<file path="src/rtl/div_unit_pkg.sv">
// Shared EX-stage definitions for the divide unit: operation codes and FSM states.
package div_unit_pkg;

  localparam logic [1:0] FN_DIV  = 2'b00;
  localparam logic [1:0] FN_DIVU = 2'b01;
  localparam logic [1:0] FN_REM  = 2'b10;
  localparam logic [1:0] FN_REMU = 2'b11;

  typedef enum logic [1:0] {
    ST_IDLE = 2'd0,
    ST_CALC = 2'd1,
    ST_FIX  = 2'd2
  } state_t;

  function automatic logic fn_signed(input logic [1:0] fn);
    return !((fn == FN_DIVU) || (fn == FN_REMU));
  endfunction

  function automatic logic fn_rem(input logic [1:0] fn);
    return !((fn == FN_DIV) || (fn == FN_DIVU));
  endfunction

endpackage

</file>
<file path="src/rtl/div_step.sv">
// One radix-2 restoring iteration: shift in a dividend bit, trial subtract, restore on borrow.
module div_step
  import div_unit_pkg::*;
#(
  parameter int WIDTH = 32
) (
  input  logic [WIDTH:0]   rem,
  input  logic             msb,
  input  logic [WIDTH-1:0] dvs,
  output logic [WIDTH:0]   rem_nxt,
  output logic             q_bit
);

  logic [WIDTH+1:0] trial;
  logic [WIDTH:0]   diff;

  always_comb begin
    trial   = {rem, msb};
    q_bit   = (trial >= {2'b00, dvs});
    diff    = trial[WIDTH:0] - {1'b0, dvs};
    rem_nxt = q_bit ? diff : trial[WIDTH:0];
  end

endmodule

</file>
<file path="src/rtl/div_unit.sv">
// Multi-cycle RV32M DIV/DIVU/REM/REMU unit with start/busy/done handshake.
module div_unit
  import div_unit_pkg::*;
#(
  parameter int WIDTH = 32
) (
  input  logic             CLK,
  input  logic             RESET,
  input  logic             START,
  input  logic [1:0]       FUNCT,
  input  logic [WIDTH-1:0] DATA1,
  input  logic [WIDTH-1:0] DATA2,
  output logic             BUSY,
  output logic             DONE,
  output logic [WIDTH-1:0] RESULT
);

  localparam int CW = $clog2(WIDTH + 1);
  localparam logic [CW-1:0] LAST = CW'(WIDTH - 1);

  state_t           state, state_nxt;
  logic [CW-1:0]    cnt;
  logic             op_rem, neg_q, neg_r;
  logic [WIDTH-1:0] quo, dvs;
  logic [WIDTH:0]   rem, rem_nxt;
  logic             q_bit;
  logic             div_zero, ovf, sgn, accept, special, fix;
  logic [WIDTH-1:0] special_res, quo_fix, rem_fix;

  function automatic logic [WIDTH-1:0] abs_val(input logic signed [WIDTH-1:0] v, input logic en);
    return (en && (v < 0)) ? -v : v;
  endfunction

  function automatic logic [WIDTH-1:0] neg_if(input logic signed [WIDTH-1:0] v, input logic en);
    return en ? -v : v;
  endfunction

  assign sgn      = fn_signed(FUNCT);
  assign div_zero = (DATA2 == '0);
  assign ovf      = sgn && (DATA1 == {1'b1, {(WIDTH-1){1'b0}}}) && (DATA2 == '1);

  // Divide-by-zero returns all ones / dividend; signed overflow returns dividend / zero.
  always_comb begin
    if (fn_rem(FUNCT)) special_res = div_zero ? DATA1 : '0;
    else               special_res = div_zero ? '1 : DATA1;
  end

  assign quo_fix = neg_if(quo, neg_q);
  assign rem_fix = neg_if(rem[WIDTH-1:0], neg_r);

  always_ff @(posedge CLK or posedge RESET) begin
    if (RESET) state <= ST_IDLE;
    else       state <= state_nxt;
  end

  always_comb begin
    state_nxt = state;
    BUSY      = (state != ST_IDLE);
    accept    = 1'b0;
    special   = 1'b0;
    fix       = 1'b0;
    case (state)
      ST_IDLE: begin
        if (START) begin
          if (div_zero || ovf) special = 1'b1;
          else begin
            accept    = 1'b1;
            state_nxt = ST_CALC;
          end
        end
      end
      ST_CALC: if (cnt == LAST) state_nxt = ST_FIX;
      ST_FIX: begin
        fix       = 1'b1;
        state_nxt = ST_IDLE;
      end
      default: state_nxt = ST_IDLE;
    endcase
  end

  // Control and result: cleared by reset
  always_ff @(posedge CLK or posedge RESET) begin
    if (RESET) begin
      DONE   <= 1'b0;
      RESULT <= '0;
      cnt    <= '0;
      op_rem <= 1'b0;
      neg_q  <= 1'b0;
      neg_r  <= 1'b0;
    end else begin
      DONE <= special | fix;
      if (special)  RESULT <= special_res;
      else if (fix) RESULT <= op_rem ? rem_fix : quo_fix;
      if (accept) begin
        cnt    <= '0;
        op_rem <= fn_rem(FUNCT);
        neg_q  <= sgn && (DATA1[WIDTH-1] ^ DATA2[WIDTH-1]);
        neg_r  <= sgn && DATA1[WIDTH-1];
      end else if (state == ST_CALC) begin
        cnt <= cnt + CW'(1);
      end
    end
  end

  // Iteration datapath: magnitudes loaded at start, one quotient bit per cycle
  always_ff @(posedge CLK) begin
    if (accept) begin
      quo <= abs_val(DATA1, sgn);
      dvs <= abs_val(DATA2, sgn);
      rem <= '0;
    end else if (state == ST_CALC) begin
      quo <= {quo[WIDTH-2:0], q_bit};
      rem <= rem_nxt;
    end
  end

  div_step #(.WIDTH(WIDTH)) u_step (
    .rem     (rem),
    .msb     (quo[WIDTH-1]),
    .dvs     (dvs),
    .rem_nxt (rem_nxt),
    .q_bit   (q_bit)
  );

endmodule

</file>
<file path="config.mk">
export PLATFORM = sky130hd
export DESIGN_NAME = div_unit
export DESIGN_NICKNAME = d
export VERILOG_FILES = /design/src/rtl/div_unit_pkg.sv /design/src/rtl/div_step.sv /design/src/rtl/div_unit.sv
export SDC_FILE = /design/constraint.sdc
export NUM_CORES = 1
export LEC_CHECK = 0
export CAP_MARGIN = 15
export CORE_UTILIZATION = 30
export CTS_BUF_LIST = sky130_fd_sc_hd__clkbuf_4
export CTS_CLUSTER_DIAMETER = 50
export DETAILED_ROUTE_END_ITERATION = 8
export PLACE_DENSITY_LB_ADDON = 0.05
export SKIP_CTS_REPAIR_TIMING = 1
export SLEW_MARGIN = 30
export SYNTH_ARGS = -nofsm -noshare
export SYNTH_HDL_FRONTEND = slang
export SYNTH_SLANG_ARGS = --single-unit
</file>
<file path="constraint.sdc">
create_clock -name CLK -period 9.2 [get_ports CLK]
set_clock_uncertainty 0.05 [all_clocks]
set_input_delay 0.92 -clock CLK [delete_from_list [all_inputs] [get_ports CLK]]
set_output_delay 0.92 -clock CLK [all_outputs]
set_load 0.05 [all_outputs]
</file>
Yosys cells after proc, flatten, opt, wreduce, memory -nomap -nowiden. Index checks and enable logic that the tools add are counted.

$lt $le $gt $ge: 3. Equality and inequality tests: 10. Divide/modulo/power cells: 0. Shift-type cells: 0. Multipliers: 0. Mux-type cells: 26. Bitwise operators: 2. Add/subtract/negate cells: 6. Reduce and logical (&&, ||, !) cells: 18.

Operator list (number): 32-bit 2-to-1 mux (12); 32-bit negation (4); 32-bit == test, second input constant (2); 32-bit by 1-bit less-than comparator with 1-bit output, second input constant (2); 34-bit by 32-bit >= comparator with 1-bit output (1); 33-bit 2-to-1 mux (1); 33-bit by 32-bit subtractor with 33-bit output (1); 32-bit zero test (1); 6-bit 2-to-1 mux (2); 1-bit 2-to-1 mux (7); 6-bit by 1-bit adder with 6-bit output, second input constant (1); 6-bit by 5-bit == test with 1-bit output, second input constant (1); 1-bit logical AND (6); 2-bit 2-to-1 mux (3); 2-bit inequality test, second input constant (3); 2-bit nonzero test (3); 2-bit by 1-bit == test with 1-bit output, second input constant (2); 2-bit == test, second input constant (2); 2-bit zero test (2); 2-bit case mux with 2 select lines (1); 1-bit logical OR (3); 3-bit AND reduction (1); 1-bit zero test (2); 1-bit OR (1); 1-bit bitwise XOR (1).

Logic and storage cells: 75. Output and inout port bits: 34. Bits in latches: 0. Bits in writable memories: 0. Flip-flop bits (word level): 141. Bits in read-only memories: 0. Input port bits: 69. Memories kept: 0.

Longest topological paths before layout.
Word-level depth: 10. Mapped depth: 14. Mapped depth without buffers: 13.

Hierarchy. From an unflattened synthesis, not the netlist that was laid out.

Cells, all modules: 1412. Area, all modules: 11473.5 µm².

Modules (own cells, without submodules): div_unit (seq. area each 3683.5 µm², area an instance 8917.3 µm², instances 1, cells each 1046); div_step (seq. area each 0.0 µm², area an instance 2556.2 µm², instances 1, cells each 366).

Least setup slack after synthesis. No wires, ideal clock.

Path kind: in2reg. From: in DATA1[0]. To: reg quo[31] (data pin). Setup time: 0.314 ns. Slack: 4.795 ns. Stages on the path: 13. Buffers on the path: 2. Arrival: 4.041 ns. Required time: 8.836 ns. Cell sequence: inv_1 > ha_1 > or4b_1 > or4_4 > nor4_4 > and2_1 > and3_1 > or3_1 > buf_2 > inv_2 > clkbuf_1 > nand3b_1 > o21ai_0.

Cells in the longest elaborated chain, start to end: 8. Elaborated cells on any way between the ends: 12. Those cells by class: add/sub (1); order compare (1); eq/ne (1); mux (5); reduce/logical (4).

Ends and longest elaborated chain: from (decl) (line div_unit.sv:11) `input logic [WIDTH-1:0] DATA1,`; 32-bit == test (line div_unit.sv:40) `assign ovf = sgn && (DATA1 == {1'b1, {(WIDTH-1){1'b0}}}) && (DATA2 == '1);`; 1-bit logical AND (2 in a row) (line div_unit.sv:40); 1-bit logical OR (line div_unit.sv:65) `if (div_zero || ovf) special = 1'b1;`; 1-bit 2-to-1 mux (line div_unit.sv:65); 1-bit 2-to-1 mux (line div_unit.sv:64) `if (START) begin`; 1-bit 2-to-1 mux (line div_unit.sv:62) `case (state)`; net accept (line div_unit.sv:27) `logic div_zero, ovf, sgn, accept, special, fix;`; 32-bit 2-to-1 mux (line div_unit.sv:107) `if (accept) begin`; to (signal assigned) (line div_unit.sv:108) `quo <= abs_val(DATA1, sgn);`; to (signal assigned) (line div_unit.sv:112) `quo <= {quo[WIDTH-2:0], q_bit};`; to (decl) (line div_unit.sv:24) `logic [WIDTH-1:0] quo, dvs;`.

The timed path passes the listed nets, and every way through them passes these cells. A chain may end at the register's enable or synchronous reset.

Worst setup path after layout.
From: in DATA1[0]. To: reg quo[8] (data pin).

Cells in the longest elaborated chain, start to end: 8. Elaborated cells on any way between the ends: 12. Those cells by class: add/sub (1); order compare (1); eq/ne (1); mux (5); reduce/logical (4).

Ends and longest elaborated chain (line): branches (longest 7 deep; another with 32-bit by 1-bit less-than comparator with 1-bit output); 32-bit 2-to-1 mux (*) (div_unit.sv:107).

Every way passes the cells marked *.

==> run metrics <==
min cycle time layout=4460 ps; RSZ-0062 raised after global routing=false; Synth Instances=1,287; Min Hold Slack=432 ps; Die ar.=35,900 sq um; FMAX=0.224 GHz; DRT iter0 DRCs=560; kind of critical path=in -> reg; via/cell ratio=5.15; Critical-path top delay cell=buf_4; most common cell after layout, fill and taps aside=nand2_1; synthesized area per cell=8.20 sq um; Worst Setup End Kind=flop; final setup fails=0; antenna viol nets, final=0; area leader, netlist=edfxtp_1; Post-synth ARST share=0.312; Avg WL per Cell=18.3 microns; maxcap violations=0; crit share post-route=0.485; first-pass GRT wire length=53,100 microns; routability cong.=0.844; vias in the first global route=9,244; number of synthesis warnings=0; Post-synth top flop=edfxtp_1; most frequent cells in the layout=153 x nand2_1, 142 x o21ai_0, 102 x clkdlybuf4s50_1; CTS sink count=141; Worst Max-Slew Pin Slew=946 ps; CTS Buf Count=17; sequential fraction of the synthesis area=0.349; arrival time worst endpoint=4720 ps; relative slew slack=0.364; Root Driver=clkbuf_4; starting density of the core=0.306; gr ovfl total=0; Vias=9,393; TNS Setup=0 ps; layout cells sized above 1=0.0549; Hold/Removal Path Class=reg -> reg; CTS tree=done; num ports=103; GRT Util Overall=0.191; worst skew pair latency=580 ps; Post-Syn Area=10,600 sq um; drt drc=0; Yosys reg bits=141; Setup crit start kind=input port; DRT Wirelength=33,300 microns; core area=34,500 sq um; critical path cell sequence=clkdlybuf4s50_1, inv_1, ha_1, or4b_1, or4_4, nor4_4, and2_1, and3_1, or3_2, buf_4, o21ai_0; EDFF count, synth=64; Cell variety after synth=74; share of the synthesized area in the top cell type=0.182; VDD IR max=0.127 mV; FP Rows=68; Max clock buf depth=2; Syn-to-layout area delta=17.0%; final hold violations=0; crit path max fanout=89; die outline height=190 microns; DRT Pass-1 Iters=4; # port buffers=102; htree depth=4; CP peak stage delay=690 ps; Slew Limit Fails=0; Nets=1,462; Die Wd=190 microns; worst endpoint required time=9460 ps; synth top area cells=edfxtp_1 18%, dfrtp_1 10%, o21ai_0 6.8%; largest net degree at the start of global routing=90; DP HPWL=24,800 microns; syn nets=1,395; Clock Pin Slew Worst Setup and Hold Paths=140 ps; status=finished clean; initial antenna violation count=2; PD cells=259 nW/um^2; Leak Pwr=4.63 nW
[power breakdown]
part | switching (W) | internal, W
logic | 0.000861 | 0.000641
registers | 0.000294 | 0.000863
clock network | 0.000268 | 0.000270
total | 0.00142 | 0.00177
[cell families (layout without fill, tap and decap cells)]
family	Yosys count	in the layout	synth area share
compound gates	377	377	0.217
xor+xnor	144	144	0.119
fa+ha+maj	45	45	0.0526
buf+inv	129	209	0.0499
flops	141	141	0.349
mux	11	11	0.0104
other cells	0	1	0
simple gates	440	440	0.202
[layer usage]
metal	part of all wire	track usage	routed length, microns	up-vias
met3	0.023	0.0303	779	16
met1	0.47	0.252	15800	4498
li1	-	-	-	4777
met4	0.0099	0.0341	331	0
met2	0.49	0.329	16400	102
met5	0	0	0	-
[cell usage after synthesis (all sizes together), types with 9 or more instances]
cell    instances
o41ai          10
inv            62
xnor2          77
and3            9
o21ai         145
xor2           67
nand4          16
or4            18
or3            17
edfxtp         64
a31oi          12
and2            9
o211ai         18
nor2           99
nor3           31
mux2i          11
nand3          33
dfrtp          44
o31ai          25
o221ai         10
clkbuf         54
nand2         153
a21o            9
ha             38
nand2b         16
a211oi         15
a21oi          96
buf            12
nor4           16
dfxtp          33
nor2b          12
[registers in the layout (all words and copies together), names as in the netlist]
name,flops
op_rem,1
state,2
neg_r,1
dvs,32
cnt,6
RESULT,32
quo,32
DONE,1
rem,33
neg_q,1
[final cells by class]
cell class | count | area (sq um)
Antenna cell | 1 | 2.50
Clock buffer | 17 | 128
Clock inverter | 15 | 241
Fill cell | 3735 | 22200
Inverter | 63 | 239
Multi-Input combinational cell | 1017 | 6370
Sequential cell | 141 | 3690
Tap cell | 455 | 569
Timing Repair Buffer | 114 | 1110
[metrics by stage]
stage / utilization / cell area [sq um] / cells / setup WS, ps / power (W)
after floorplan: - / 10600 / 1287 / 4800 / 0.00222
final: 0.358 / 12400 / 1823 / 4740 / 0.00320
after CTS: 0.357 / 12300 / 1822 / 4800 / 0.00323
after detailed placement: 0.347 / 12000 / 1790 / 4140 / 0.00268
after global placement: 0.346 / 12000 / 1790 / 4080 / 0.00268
after global routing: 0.358 / 12400 / 1823 / 4510 / 0.00348
[path summary, 6_finish.rpt]
check                              startpoint                      to  slack, ps  depth (start not counted)
max                                  DATA1[0]        quo[8]$_DFFE_PP_       4740                         11
min                        cnt[5]$_DFFE_PP0P_    state[1]$_DFFE_PP0P_        430                          1
max reg2reg                 quo[31]$_DFFE_PP_    rem[32]$_SDFFE_PP0N_       5260                         13
min reg2reg                cnt[5]$_DFFE_PP0P_    state[1]$_DFFE_PP0P_        430                          1
max in group asynchronous               RESET       neg_q$_DFFE_PP0P_       7940                          2
min in group asynchronous               RESET  RESULT[24]$_DFFE_PP0P_        720                          2
[critical path: cells and delay by family]
family	cells	cell delay, ps
compound gates	1	210
buf+inv	3	1300
fa+ha+maj	1	200
simple gates	6	2050
Power figures use the tool's default switching activity.
